`src/rtl/seg_pattern_decoder.sv`:
```
// Active-low 7-segment pattern stream to packed hex nibble words with a valid/ready output.
// Optional dp capture into DP_OUT is built only when SEG_DP_CAPTURE_EN is defined.
module seg_pattern_decoder #(
   parameter int unsigned NUM_DIGITS = 6,
   parameter int unsigned CNT_W      = 3
) (
   input  logic                    CLOCK_50,
   input  logic                    RESET_N,
   input  logic [7:0]              SEG_IN,
   input  logic                    IN_VALID,
   output logic                    IN_READY,
   input  logic                    FLUSH,
   output logic [4*NUM_DIGITS-1:0] WORD_OUT,
   output logic [NUM_DIGITS-1:0]   DP_OUT,
   output logic                    ERR_OUT,
   output logic                    OUT_VALID,
   input  logic                    OUT_READY
);

   typedef enum logic {S_COLLECT, S_HOLD} state_t;

   state_t                  state_q, state_d;
   logic [CNT_W-1:0]        cnt_q, cnt_d;
   logic [4*NUM_DIGITS-1:0] word_q, word_d;
   logic                    err_q, err_d;
   logic                    xfer, last;
   logic [3:0]              nib;
   logic                    illegal;

   assign xfer = IN_VALID && (state_q == S_COLLECT);
   assign last = (cnt_q == CNT_W'(NUM_DIGITS - 1));

   // dp (bit7) is masked so decoding is identical whether or not the dot is lit
   always_comb begin
      nib     = 4'h0;
      illegal = 1'b0;
      case (SEG_IN[6:0])
         7'h40: nib = 4'h0;
         7'h79: nib = 4'h1;
         7'h24: nib = 4'h2;
         7'h30: nib = 4'h3;
         7'h19: nib = 4'h4;
         7'h12: nib = 4'h5;
         7'h02: nib = 4'h6;
         7'h78: nib = 4'h7;
         7'h00: nib = 4'h8;
         7'h10: nib = 4'h9;
         7'h08: nib = 4'hA;
         7'h03: nib = 4'hB;
         7'h46: nib = 4'hC;
         7'h21: nib = 4'hD;
         7'h06: nib = 4'hE;
         7'h0E: nib = 4'hF;
         default: begin
            nib     = 4'h0;
            illegal = 1'b1;
         end
      endcase
   end

   always_ff @(posedge CLOCK_50 or negedge RESET_N) begin
      if (!RESET_N) begin
         state_q <= S_COLLECT;
         cnt_q   <= '0;
         word_q  <= '0;
         err_q   <= 1'b0;
      end else begin
         state_q <= state_d;
         cnt_q   <= cnt_d;
         word_q  <= word_d;
         err_q   <= err_d;
      end
   end

   always_comb begin
      state_d = state_q;
      case (state_q)
         S_COLLECT: if (!FLUSH && xfer && last) state_d = S_HOLD;
         S_HOLD:    if (OUT_READY) state_d = S_COLLECT;
         default:   state_d = S_COLLECT;
      endcase
   end

   always_comb begin
      cnt_d  = cnt_q;
      word_d = word_q;
      err_d  = err_q;
      if (state_q == S_HOLD) begin
         if (OUT_READY) begin
            cnt_d = '0;
            err_d = 1'b0;
         end
      end else if (FLUSH) begin
         cnt_d = '0;
         err_d = 1'b0;
      end else if (xfer) begin
         for (int unsigned i = 0; i < NUM_DIGITS; i++) begin
            if (cnt_q == CNT_W'(i)) word_d[4*i +: 4] = nib;
         end
         err_d = err_q | illegal;
         cnt_d = last ? cnt_q : cnt_q + CNT_W'(1);
      end
   end

`ifdef SEG_DP_CAPTURE_EN
   logic [NUM_DIGITS-1:0] dp_q, dp_d;

   always_ff @(posedge CLOCK_50 or negedge RESET_N) begin
      if (!RESET_N) dp_q <= '0;
      else          dp_q <= dp_d;
   end

   always_comb begin
      dp_d = dp_q;
      if (state_q == S_HOLD) begin
         if (OUT_READY) dp_d = '0;
      end else if (FLUSH) begin
         dp_d = '0;
      end else if (xfer) begin
         for (int unsigned i = 0; i < NUM_DIGITS; i++) begin
            if (cnt_q == CNT_W'(i)) dp_d[i] = ~SEG_IN[7];
         end
      end
   end

   assign DP_OUT = dp_q;
`else
   logic unused_dp;
   assign unused_dp = SEG_IN[7];
   assign DP_OUT    = '0;
`endif

   always_comb begin
      IN_READY  = (state_q == S_COLLECT);
      OUT_VALID = (state_q == S_HOLD);
      WORD_OUT  = word_q;
      ERR_OUT   = err_q;
   end

endmodule

```
`config.mk`:
```
export PLATFORM = sky130hd
export DESIGN_NAME = seg_pattern_decoder
export DESIGN_NICKNAME = d
export VERILOG_FILES = /design/src/rtl/seg_pattern_decoder.sv
export SDC_FILE = /design/constraint.sdc
export NUM_CORES = 1
export LEC_CHECK = 0
export CAP_MARGIN = 20
export CELL_PAD_IN_SITES_DETAIL_PLACEMENT = 1
export CELL_PAD_IN_SITES_GLOBAL_PLACEMENT = 2
export CORE_UTILIZATION = 29
export CTS_CLUSTER_DIAMETER = 60
export DETAILED_ROUTE_END_ITERATION = 12
export HOLD_SLACK_MARGIN = 0.03
export PLACE_DENSITY = 0.84
export RECOVER_POWER = 25
export SLEW_MARGIN = 20
export SYNTH_ARGS = -nofsm -noshare
export SYNTH_HDL_FRONTEND = slang
export SYNTH_SLANG_ARGS = --single-unit
```
`constraint.sdc`:
```
create_clock -name CLOCK_50 -period 2.1 [get_ports CLOCK_50]
set_input_delay 0.315 -clock CLOCK_50 [delete_from_list [all_inputs] [get_ports CLOCK_50]]
set_output_delay 0.315 -clock CLOCK_50 [all_outputs]
set_load 0.02 [all_outputs]
```
# Word level (Yosys, flattened, before mapping)
# Index checks and enable logic that the tools add are counted.
# word_totals
register_bits,29
latchBits,0
ram_bits,0
romBits,0
inputBits,13
output_inout_bits,33
mem_count,0
# classes
addsub,1
multipliers,0
div_mod_pow,0
order_cmp,0
eq_ne,22
shifts,0
mux,14
n_bitwise,3
reduce_logical,16
# op_table
op,n
4-bit one-hot mux with 15 select lines,1
"7-bit == test, second input constant",4
4-bit AND reduction,6
"7-bit by 5-bit == test with 1-bit output, second input constant",3
"7-bit by 6-bit == test with 1-bit output, second input constant",3
16-bit OR reduction,1
3-bit 2-to-1 mux,5
"7-bit by 2-bit == test with 1-bit output, second input constant",2
"7-bit by 4-bit == test with 1-bit output, second input constant",2
"7-bit by 3-bit == test with 1-bit output, second input constant",1
7-bit logical NOT,1
1-bit 2-to-1 mux,7
"3-bit by 2-bit == test with 1-bit output, second input constant",2
"3-bit == test, second input constant",2
"3-bit by 1-bit adder with 3-bit output, second input constant",1
"3-bit by 1-bit == test with 1-bit output, second input constant",1
1-bit logical AND,3
3-bit logical NOT,1
"3-bit inequality test, second input constant",1
3-bit AND reduction,1
3-bit nonzero test,1
"2-bit inequality test, second input constant",1
1-bit NOT,2
1-bit one-hot mux with 2 select lines,1
other kinds (3),3

# Logic depth before layout (Yosys ltp)
# logic_depth
word_depth,7
depth_mapped,6
depth_no_buf,6

# Worst setup path before layout
# Ideal clock, no wire load.
# synth_timing
path_kind,register -> register
start,"reg state_q, in the netlist OUT_VALID"
end,"reg word_q[5], in the netlist WORD_OUT[5]"
setup_time_ps,125
t_arrival_ps,1498
required_ps,1975
path_slack_ps,476
stages_incl_launch_ff,4
path_buffers,0
synth_period_minus_slack_ps,1624
path_cell_list,dfrtp_1 -> or3b_4 -> nor3_4 -> mux2_4
# synth_via
elab_chain_len,3
# synth_lines
element,line_no,source
start: declaration,22,"state_t state_q, state_d;"
start signal: assignment,68,state_q <= state_d;
1-bit NOT (no source line) *,-,
1-bit logical AND,30,assign xfer = IN_VALID && (state_q == S_COLLECT);
4-bit AND reduction (no source line) *,-,
end signal: assignment,70,word_q <= word_d;
end: declaration,24,"logic [4*NUM_DIGITS-1:0] word_q, word_d;"
# Every way passes the cells marked *; elsewhere a longest branch is shown, timed or not.
# A chain may end at the register's enable or synchronous reset.

# Final worst setup path
# layout_timing
start,"reg state_q, in the netlist OUT_VALID"
end,out IN_READY
# layout_via
elab_chain_len,1
# layout_lines
element,line_no,source
1-bit NOT (no source line),-,
end: declaration,11,"output logic IN_READY,"
# No other way between the ends.

==> flow_metrics.tcl <==
set metrics [dict create \
    drt-pass1-iter-count 4 \
    hpwl_um 3400 \
    antenna_cells 0 \
    vdd_ir_drop_max_uv 435 \
    mostFrequentLayoutCells "clkdlybuf4s50_1, dfrtp_1, nor2_1" \
    worstSkewPairLatency_ps 280 \
    synth_cell_types 45 \
    outcome "completed" \
    place_area_mm2 0.00224 \
    synth_compound_area_share_pct 17.9 \
    postLayoutCellArea_mm2 0.00236 \
    nets 239 \
    cts_root_buf "clkbuf_8" \
    drive_gt1_share_pct 23.0 \
    io-pin-count 46 \
    syn-cell-area_mm2 0.00170 \
    h-tree-depth 2 \
    routedWlPerCell_um 15.0 \
    path_clk_slew_ps 60 \
    core_area_mm2 0.00557 \
    required_ps 1780 \
    routabilityCongestion 0.817 \
    antenna_found_initial 0 \
    wl_um 4420 \
    drv_slew 0 \
    max-cap-violations 0 \
    finClkSkew_ps 4.74 \
    ys_seq_elements 29 \
    period_minus_slack_ps 1770 \
    synth_top_family_by_area "simple AND/OR/NAND/NOR gates" \
    ys_async_sr_fraction_pct 100 \
    rows 27 \
    synth_xor_area_share_pct 1.03 \
    die_area_mm2 0.00616 \
    grt_pass1_vias 1497 \
    worst_pin_slew_ps 739 \
    multi_input_area_um2 842 \
    yosysWarnings 0 \
    power_density_mw_per_mm2 841 \
    antenna_left 0 \
    synthSimpleGateAreaFrac_pct 20.7 \
    cts.path.max_buffers 2 \
    cts_setup_buffers 0 \
    relSlewSlack_pct 50.8 \
    cp_max_fo 7 \
    synthCells 165 \
    leakage_nw 1.02 \
    min_path_type "reg -> reg" \
    port_buffers 38 \
    num_vias 1398 \
    crit_arrival_ps 1460 \
    grt_use_total_pct 16.0 \
    grt_first_pass_wirelength_um 7510 \
    cts.sinks 29 \
    postCtsResizedCells 0 \
    hold_buffers 0 \
    area_growth_pct 38.9 \
    die_x_um 78.5 \
    fill_cells 633 \
    cts_buffers 5 \
    layout_commonest_cell "clkdlybuf4s50_1" \
    fin_util_pct 42.3 \
    cp-start-kind "flip-flop" \
    critical_path_class "reg -> out" \
    yosysSeqAreaShare_pct 42.7 \
    dieHeight_um 78.5 \
    seq_area_um2 726 \
    rsz0062_at_grt "false" \
    wl_met1_um 2080 \
    cts_tree "done" \
    max_freq_ghz 0.564 \
    synth_flop_cell "dfrtp_1" \
    finalHoldViolations 0 \
    wl_met3_um 159 \
    synthAdderAreaFrac_pct 3.68 \
    post-route-period-util_pct 84.4 \
    setup_violations 0 \
    grt-ovfl-total 0 \
    vias_per_cell 4.76 \
    drc 0 \
    start_util_pct 30.5 \
    grt_max_degree 30 \
    synth_area_per_cell_um2 10.3 \
    critical_path.endpoint_type "output pin" \
    synth_edf_count 0 \
    drtIter0Drc 69 \
    synthMuxAreaShare_pct 4.79 \
    maxUsedRoutingLayer "met4" \
    met2_length_um 2130 \
]
## kinds of logic (layout without fill, tap and decap cells)
group                    Yosys count  count (layout)
AND/OR/NAND/NOR                   59              59
AO/OA/AOI/OAI                     37              37
flip-flops                        29              29
buffers and inverters             25              77
multiplexers                       7               7
adder cells (fa/ha/maj)            5               5
XOR/XNOR                           2               2
other                              1               6
## stage by stage
stage	hold slack [ps]	power (mW)	cells	TNS (ps)	setup slack (ps)
final	514	1.98	294	0	328
after detailed placement	503	1.40	286	-1180	-137
after global routing	527	2.09	294	0	254
after global placement	499	1.38	286	-951	-83.9
after CTS	428	2.01	294	0	148
after floorplan	19.4	1.08	170	0	476
## path summary, 6_finish.rpt
| path | start | end | slack, ps | cells after the start |
|---|---|---|---|---|
| max | OUT_VALID | IN_READY | 330 | 2 |
| min | WORD_OUT[13] | WORD_OUT[13] | 510 | 1 |
| max reg2reg | OUT_VALID | WORD_OUT[5] | 590 | 3 |
| min reg2reg | WORD_OUT[13] | WORD_OUT[13] | 510 | 1 |
| max in group asynchronous | RESET_N | cnt_q[0] | 1000 | 2 |
| min in group asynchronous | RESET_N | WORD_OUT[22] | 620 | 2 |
## synth_stat cells, types with 2 or more instances
master     n  area share (%)
nor3b_2    3             2.2
nand2_1    5             1.1
nand4_1    3             1.1
ha_1       5             3.7
buf_4      9             4.0
a31oi_1   17             6.3
nand3_1    4             1.2
buf_6      2             1.3
mux2_2     5             3.3
nor2b_1    4             1.5
nor2_1    26             5.7
nand4b_1   2             1.0
dfrtp_1   29              43
and3_1     4             1.5
a21boi_0   2            0.88
inv_1      7             1.5
o21ai_0    4             1.2
buf_2      7             2.1
## state kept, by name, indices dropped and copies added, names as in the netlist
name and flops:
WORD_OUT 24, ERR_OUT 1, cnt_q 3, OUT_VALID 1
## worst max-delay path, stage by stage, from the launching register on
cell and delay [ps]:
dfrtp_1 460, inv_1 110, clkdlybuf4s50_1 610
## metal layers
metal / global-route usage (%) / vias up
met3: 4.30 / 5
met2: 26.6 / 32
met1: 19.9 / 671
met5: 0 / -
li1: - / 690
met4: 5.56 / 0
## area by class of cell
class | count | share of cell area, %
well taps | 72 | 3.82
repair buffers | 62 | 23.7
flip-flops and latches | 29 | 30.8
clock buffers | 7 | 3.66
multi-input cells | 116 | 35.7
clock inverters | 1 | 1.27
inverters | 7 | 1.11
## power breakdown
| part | leakage (nW) | switching [mW] | total (mW) | internal [mW] |
|---|---|---|---|---|
| combinational | 0.588 | 0.327 | 0.645 | 0.318 |
| sequential | 0.376 | 0.0670 | 0.738 | 0.672 |
| clock | 0.0585 | 0.214 | 0.600 | 0.386 |
(Power assumes the default switching activity.)
